===== config.mk =====
export PLATFORM = sky130hd
export DESIGN_NAME = vend_coin_sched
export DESIGN_NICKNAME = d
export VERILOG_FILES = /design/src/rtl/vend_coin_sched.sv
export SDC_FILE = /design/constraint.sdc
export NUM_CORES = 1
export LEC_CHECK = 0
export CAP_MARGIN = 40
export CORE_MARGIN = 1
export CORE_UTILIZATION = 30
export DETAILED_ROUTE_END_ITERATION = 6
export SETUP_SLACK_MARGIN = 0.5
export SYNTH_ARGS = -nofsm -noshare
export SYNTH_HDL_FRONTEND = slang
export SYNTH_SLANG_ARGS = --single-unit

===== constraint.sdc =====
create_clock -name sys_clk -period 7.4 [get_ports sys_clk]
set_clock_uncertainty 0.2 [all_clocks]
set_input_delay 1.48 -clock sys_clk [delete_from_list [all_inputs] [get_ports sys_clk]]
set_output_delay 1.48 -clock sys_clk [all_outputs]
set_load 0.05 [all_outputs]

===== src/rtl/vend_coin_sched.sv =====
// Coin scheduler: merges two coin slots into a round-robin FIFO, feeds the cola FSM one coin at a time,
// and runs the dispenser req/ack handshake. Optional dispense timeout: define VCS_DISP_TIMEOUT_EN.
module vend_coin_sched #(
    parameter int FIFO_DEPTH   = 4,
    parameter int DISP_TIMEOUT = 1000
) (
    input  logic       sys_clk,
    input  logic       sys_rst,
    input  logic       slot_a_one,
    input  logic       slot_a_half,
    input  logic       slot_b_one,
    input  logic       slot_b_half,
    output logic       coin_one_o,
    output logic       coin_half_o,
    input  logic       vend_cola_i,
    input  logic       vend_money_i,
    output logic       disp_req,
    output logic       disp_change,
    input  logic       disp_ack,
    output logic       fifo_full,
    output logic [7:0] drop_cnt,
    output logic       busy,
    output logic       disp_err
);

    localparam int PW = $clog2(FIFO_DEPTH);
    localparam int CW = PW + 1;

    typedef enum logic [1:0] {
        S_IDLE     = 2'd0,
        S_ISSUE    = 2'd1,
        S_WAIT     = 2'd2,
        S_DISPENSE = 2'd3
    } state_e;

    state_e          state_q, state_d;
    logic            mem_q [FIFO_DEPTH];
    logic            mem_d [FIFO_DEPTH];
    logic [PW-1:0]   rd_ptr_q, rd_ptr_d;
    logic [PW-1:0]   wr_ptr_q, wr_ptr_d;
    logic [CW-1:0]   count_q, count_d;
    logic            rr_q, rr_d;
    logic [7:0]      drop_q, drop_d;
    logic            coin_one_q, coin_one_d;
    logic            coin_half_q, coin_half_d;
    logic            req_q, req_d;
    logic            chg_q, chg_d;
    logic            full_q, full_d;
    logic            busy_q, busy_d;

    // Ingress decode; a stored entry is 1 for a one-unit coin, 0 for a half-unit coin.
    logic          a_valid, b_valid, a_ill, b_ill;
    logic          pop;
    logic [CW-1:0] free;
    logic [1:0]    n_coins;
    logic          first_val, second_val;
    logic          wr_first, wr_second;
    logic [2:0]    drops;
    logic [8:0]    drop_sum;

    always_comb begin
        a_valid    = slot_a_one ^ slot_a_half;
        b_valid    = slot_b_one ^ slot_b_half;
        a_ill      = slot_a_one & slot_a_half;
        b_ill      = slot_b_one & slot_b_half;
        pop        = (state_q == S_IDLE) && (count_q != '0);
        free       = CW'(FIFO_DEPTH) - count_q + CW'(pop);
        n_coins    = 2'd0;
        first_val  = 1'b0;
        second_val = 1'b0;
        rr_d       = rr_q;
        if (a_valid && b_valid) begin
            n_coins    = 2'd2;
            first_val  = rr_q ? slot_b_one : slot_a_one;
            second_val = rr_q ? slot_a_one : slot_b_one;
            rr_d       = ~rr_q;
        end else if (a_valid) begin
            n_coins   = 2'd1;
            first_val = slot_a_one;
        end else if (b_valid) begin
            n_coins   = 2'd1;
            first_val = slot_b_one;
        end
        wr_first  = (n_coins != 2'd0) && (free >= CW'(1));
        wr_second = (n_coins == 2'd2) && (free >= CW'(2));
        drops     = 3'(a_ill) + 3'(b_ill)
                  + 3'((n_coins != 2'd0) && !wr_first)
                  + 3'((n_coins == 2'd2) && !wr_second);
        drop_sum  = {1'b0, drop_q} + {6'b0, drops};
        drop_d    = (drop_sum > 9'd255) ? 8'd255 : drop_sum[7:0];

        mem_d = mem_q;
        if (wr_first) begin
            mem_d[wr_ptr_q] = first_val;
        end
        if (wr_second) begin
            mem_d[PW'(wr_ptr_q + 1'b1)] = second_val;
        end
        wr_ptr_d = PW'(wr_ptr_q + PW'(wr_first) + PW'(wr_second));
        rd_ptr_d = PW'(rd_ptr_q + PW'(pop));
        count_d  = count_q + CW'(wr_first) + CW'(wr_second) - CW'(pop);
    end

`ifdef VCS_DISP_TIMEOUT_EN
    localparam logic [15:0] TMO_LAST = 16'(DISP_TIMEOUT - 1);
    logic [15:0] tmr_q, tmr_d;
    logic        err_q, err_d;
`else
    // Timeout limit has no consumer in this build.
    logic unused_tmo;
    assign unused_tmo = ^32'(DISP_TIMEOUT);
`endif

    // Scheduler: IDLE pops, ISSUE drives the coin pulse, WAIT samples the vending FSM.
    always_comb begin
        state_d     = state_q;
        coin_one_d  = 1'b0;
        coin_half_d = 1'b0;
        req_d       = req_q;
        chg_d       = chg_q;
`ifdef VCS_DISP_TIMEOUT_EN
        tmr_d       = '0;
        err_d       = err_q;
`endif
        case (state_q)
            S_IDLE: begin
                if (pop) begin
                    coin_one_d  = mem_q[rd_ptr_q];
                    coin_half_d = ~mem_q[rd_ptr_q];
                    state_d     = S_ISSUE;
                end
            end
            S_ISSUE: begin
                state_d = S_WAIT;
            end
            S_WAIT: begin
                if (vend_cola_i) begin
                    req_d   = 1'b1;
                    chg_d   = vend_money_i;
                    state_d = S_DISPENSE;
                end else begin
                    state_d = S_IDLE;
                end
            end
            S_DISPENSE: begin
                if (disp_ack) begin
                    req_d   = 1'b0;
                    chg_d   = 1'b0;
                    state_d = S_IDLE;
                end
`ifdef VCS_DISP_TIMEOUT_EN
                else if (tmr_q == TMO_LAST) begin
                    req_d   = 1'b0;
                    chg_d   = 1'b0;
                    err_d   = 1'b1;
                    state_d = S_IDLE;
                end else begin
                    tmr_d = tmr_q + 16'd1;
                end
`endif
            end
            default: begin
                state_d = S_IDLE;
            end
        endcase
        busy_d = (state_d != S_IDLE) || (count_d != '0);
        full_d = (count_d == CW'(FIFO_DEPTH));
    end

    always_ff @(posedge sys_clk or posedge sys_rst) begin
        if (sys_rst) begin
            state_q     <= S_IDLE;
            for (int i = 0; i < FIFO_DEPTH; i++) begin
                mem_q[i] <= 1'b0;
            end
            rd_ptr_q    <= '0;
            wr_ptr_q    <= '0;
            count_q     <= '0;
            rr_q        <= 1'b0;
            drop_q      <= '0;
            coin_one_q  <= 1'b0;
            coin_half_q <= 1'b0;
            req_q       <= 1'b0;
            chg_q       <= 1'b0;
            full_q      <= 1'b0;
            busy_q      <= 1'b0;
        end else begin
            state_q     <= state_d;
            mem_q       <= mem_d;
            rd_ptr_q    <= rd_ptr_d;
            wr_ptr_q    <= wr_ptr_d;
            count_q     <= count_d;
            rr_q        <= rr_d;
            drop_q      <= drop_d;
            coin_one_q  <= coin_one_d;
            coin_half_q <= coin_half_d;
            req_q       <= req_d;
            chg_q       <= chg_d;
            full_q      <= full_d;
            busy_q      <= busy_d;
        end
    end

`ifdef VCS_DISP_TIMEOUT_EN
    always_ff @(posedge sys_clk or posedge sys_rst) begin
        if (sys_rst) begin
            tmr_q <= '0;
            err_q <= 1'b0;
        end else begin
            tmr_q <= tmr_d;
            err_q <= err_d;
        end
    end
    assign disp_err = err_q;
`else
    assign disp_err = 1'b0;
`endif

    assign coin_one_o  = coin_one_q;
    assign coin_half_o = coin_half_q;
    assign disp_req    = req_q;
    assign disp_change = chg_q;
    assign fifo_full   = full_q;
    assign drop_cnt    = drop_q;
    assign busy        = busy_q;

endmodule


After elaboration in Yosys (flattened, before gate mapping)
Index checks and enable logic that the tools add are counted.

Equal/unequal tests: 7. Add/sub/neg operators: 13. Muxes and demuxes: 34. Order comparisons: 8. Bitwise logic cells: 9. Reductions and logical operators: 18.

Operators by type and width (number): $mux W1 (19); $add A3 B1 Y3 (4); $add A8 B3 Y9 (1); $ge A3 B3 Y1 const B (3); $gt A9 B8 Y1 const B (1); $not A2 Y3 (3); $bwmux W4 (2); $logic_and A1 B1 Y1 (8); $mux W2 (4); $mux W4 (2); $mux W8 (1); $pmux W2 S4 (1); $add A2 B1 Y2 (3); $eq A2 B2 Y1 const B (3); $lt A3 B1 Y1 const B (2); $reduce_bool A2 Y1 (3); $reduce_bool A3 Y1 (2); $demux W1 S2 (2); $ne A2 B2 Y1 const B (2); $pmux W1 S2 (2); $add A2 B1 Y3 (1); $eq A3 B3 Y1 const B (1); $ge A3 B1 Y1 const B (1); $ge A3 B2 Y1 const B (1); 13 further kinds (17).

Register bits: 28.

Logic depth before layout (Yosys ltp)
Word-level depth: 13. Depth in mapped cells: 17.

Worst setup path after synthesis
OpenSTA, ideal clock, no wires.

Path kind: input port to flip-flop. Start: input port slot_b_half. End: register busy_q (netlist: busy). Library setup time: 0.139 ns. Path slack: 3.074 ns. Required time: 7.061 ns. Arrival time: 3.988 ns. Stages: 13. Path through: inv_1 > ha_1 > nor2b_1 > a21oi_1 > inv_1 > ha_1 > fa_1 > inv_1 > fa_1 > xnor2_1 > xnor2_1 > inv_1 > or4_4.

Word-level cells in the longest chain between the ends: 11.

RTL lines: from (decl) (line 12) `input logic slot_b_half,`; $xor A1 B1 Y1 (*) (line 63) `b_valid = slot_b_one ^ slot_b_half;`; $mux W1 (line 80) `end else if (b_valid) begin`; $mux W1 (line 77) `end else if (a_valid) begin`; $mux W2 (*) (line 72) `if (a_valid && b_valid) begin`; $reduce_bool A2 Y1 (line 84) `wr_first = (n_coins != 2'd0) && (free >= CW'(1));`; $logic_and A1 B1 Y1 (line 84); $add A3 B1 Y3 (line 101) `count_d = count_q + CW'(wr_first) + CW'(wr_second) - CW'(pop);`; $add A3 B1 Y3 (*) (line 101); $sub A3 B1 Y3 (*) (line 101); via count_d[2] (line 41) `logic [CW-1:0] count_q, count_d;`; $reduce_bool A3 Y1 (*) (line 166) `busy_d = (state_d != S_IDLE) || (count_d != '0);`; $logic_or A1 B1 Y1 (*) (line 166); via busy_d (line 49) `logic busy_q, busy_d;`; to (signal assigned) (line 200) `busy_q <= busy_d;`; to (decl) (line 49).

The timed path passes the listed nets; every way through them passes the cells marked *. A chain may end at the register's enable or synchronous reset.

Final worst setup path
Same ends and word-level chain as after synthesis.

==> run metrics <==
status complete, no violations; GR peak layer met1; Worst Path Arrival 4700 ps; Clock transition at path regs 90 ps; H-tree lvl count 1; final setup fails 0; # rows 26; antenna-violating nets left 0; critical path class input port to register; GRT met1 Usage 0.166; P&R area growth vs syn 23.5%; Netlist cell types 39; Synth Register Bits 28; vias in the first global route 1029; DR WL/cell 11.7 um; crit-path max FO 5; Via density 4.63; Boundary Pins 24; fraction of layout cells with a size suffix above 1 0.0625; initial drt markers 38; area of the multi-input gates 797 sq um; non-filler instance count after layout 246; area share of the largest cell type after synthesis 0.438; Setup crit start kind input port; Inserted Clock Buffers 3; fillers 533; die area 5630 sq um; Tot GR Track Use 0.114; reg2reg end drop_cnt[7]; Antenna diodes 0; Tmin final 4750 ps; path depth of the worst reg2reg path 12; Chip Width 75.0 um; Hold Crit Start rd_ptr_q[1]; share of the clock period used by the worst path 0.641; layout net count 200; Slew Viols, Final 0; Placeable Area 5110 sq um; post-synthesis net count 174; # resized after CTS 0; DRT Pass-1 Iters 4; most common cell in the netlist dfrtp_1; Syn Inst Count 151; CTS tree yes; clock sinks 28; FMAX 0.211 GHz; Final Hold Fails 0; global-route wire length before repair 4.70 mm; global route overflow 0; Post CTS Setup Buffer Count 0; Avg Cell Area, Syn 10.6 sq um; Die Span Y 75.0 um; hold_buf cts 0; Root Buffer clkbuf_8; clock tree buffer depth 2; Synth area leaders dfrtp_1 (44%), fa_1 (7.5%), ha_1 (6.3%); Initial Utilization 0.313; pin count of the biggest net entering global routing 17; DP Cell Count 242; Storage cell area 701 sq um; reg2reg start state_q[1]; hold path cells 1; R2R Setup Slk 3250 ps; global-route met3 utilization 0.0201; GP Congestion 0.798; Core Util, Final 0.387; Total Wirelength 2.87 mm; CP endpoint kind register; share of synthesized flip-flops with an asynchronous set or reset 1.00; Post-synth EDFFs 0; most frequent cells after synthesis dfrtp_1 (28), inv_1 (23), nor2b_1 (9), ha_1 (8), nand2_1 (8); DRC Markers 0; Final HPWL DP 2.25 mm; slew margin rel. 0.615; Max-Cap Viols 0; DR vias 1138; sequential-to-total area share from yosys stat 0.438; Synth Cell Area 1600 sq um; setup TNS 0 ps; cell accounting for the most synthesized area dfrtp_1; Tightest Pin Transition 577 ps; IO buf count 22; Min-Delay Path Class register to register; Synth Flop Type dfrtp_1; Required @ worst endpoint 7350 ps; yosys warns 0; RSZ-0062 raised after global routing no; worst-skew pair later-pin latency 270 ps; initial antenna violation count 0; met2 GRT Util 0.159; Hold Path End rd_ptr_q[1]
routing by layer:
layer,part of all wire,routed length [um]
met1,0.51,1470
met5,0,0
met2,0.43,1230
met4,0.022,62
met3,0.039,112
cell usage in the layout, fill, tap and decap left out, types with 5 or more instances in the layout:
| cell type | n |
|---|---|
| clkdlybuf4s50_1 | 22 |
| inv_1 | 23 |
| ha_1 | 8 |
| nand2_1 | 8 |
| nor2b_1 | 9 |
| a21oi_1 | 5 |
| nand3_1 | 5 |
| xnor2_1 | 5 |
| dfrtp_1 | 28 |
| nand2b_1 | 5 |
| fa_1 | 6 |
through the flow:
step | setup WS, ps | area, sq um | hold slack, ps
6_report | 2650 | 1970 | 311
5_1_grt | 2450 | 1970 | 349
4_1_cts | 2640 | 1970 | 318
3_5_place_dp | 2350 | 1920 | 299
3_3_place_gp | 2460 | 1890 | 291
2_1_floorplan | 3070 | 1600 | 268
worst max path at each step:
stage | from | endpoint | slack [ps] | cells past startpoint
after CTS | slot_b_half | busy | 2640 | 14
after detailed placement | slot_b_half | busy | 2350 | 14
after global placement | slot_b_half | busy | 2460 | 14
after global routing | slot_b_half | busy | 2450 | 14
final | slot_b_half | busy | 2650 | 14
after floorplan | slot_b_half | busy | 3070 | 13
final cells by class:
cell class                      instances  area share
Timing Repair Buffer                   23       0.125
Multi-Input combinational cell         98       0.404
Tap cell                               70      0.0444
Clock buffer                            4      0.0279
Inverter                               23      0.0437
Sequential cell                        28       0.355
state kept, by name (all words and copies together) (netlist names):
| name | flops |
|---|---|
| busy | 1 |
| coin_half_o | 1 |
| coin_one_o | 1 |
| count_q | 3 |
| disp_change | 1 |
| disp_req | 1 |
| drop_cnt | 8 |
| fifo_full | 1 |
| mem_q | 4 |
| rd_ptr_q | 2 |
| rr_q | 1 |
| state_q | 2 |
| wr_ptr_q | 2 |
logic make-up (layout without fill, tap and decap cells):
| group | Yosys count | in the layout | synth area share |
|---|---|---|---|
| AOI/OAI and AO/OA | 26 | 26 | 0.111 |
| xor gates and xnor gates | 9 | 9 | 0.0493 |
| adders and majority gates | 14 | 14 | 0.138 |
| buffers and inverters | 25 | 50 | 0.0634 |
| DFF | 28 | 28 | 0.438 |
| muxes | 7 | 7 | 0.0532 |
| other | 1 | 1 | 0.00235 |
| and+or+nand+nor | 41 | 41 | 0.145 |
worst max-delay path, stage by stage:
cell	delay, ps
clkdlybuf4s50_1	480
inv_1	50
ha_1	320
nor2b_1	170
a21oi_1	260
inv_1	130
ha_1	310
fa_1	160
inv_1	60
fa_1	370
xnor2_1	170
xnor2_1	160
inv_1	80
or4_4	500
Power is left out: the tool's default activity adds up to more than one toggle a clock period on the data nets, which glitch-free logic cannot reach.
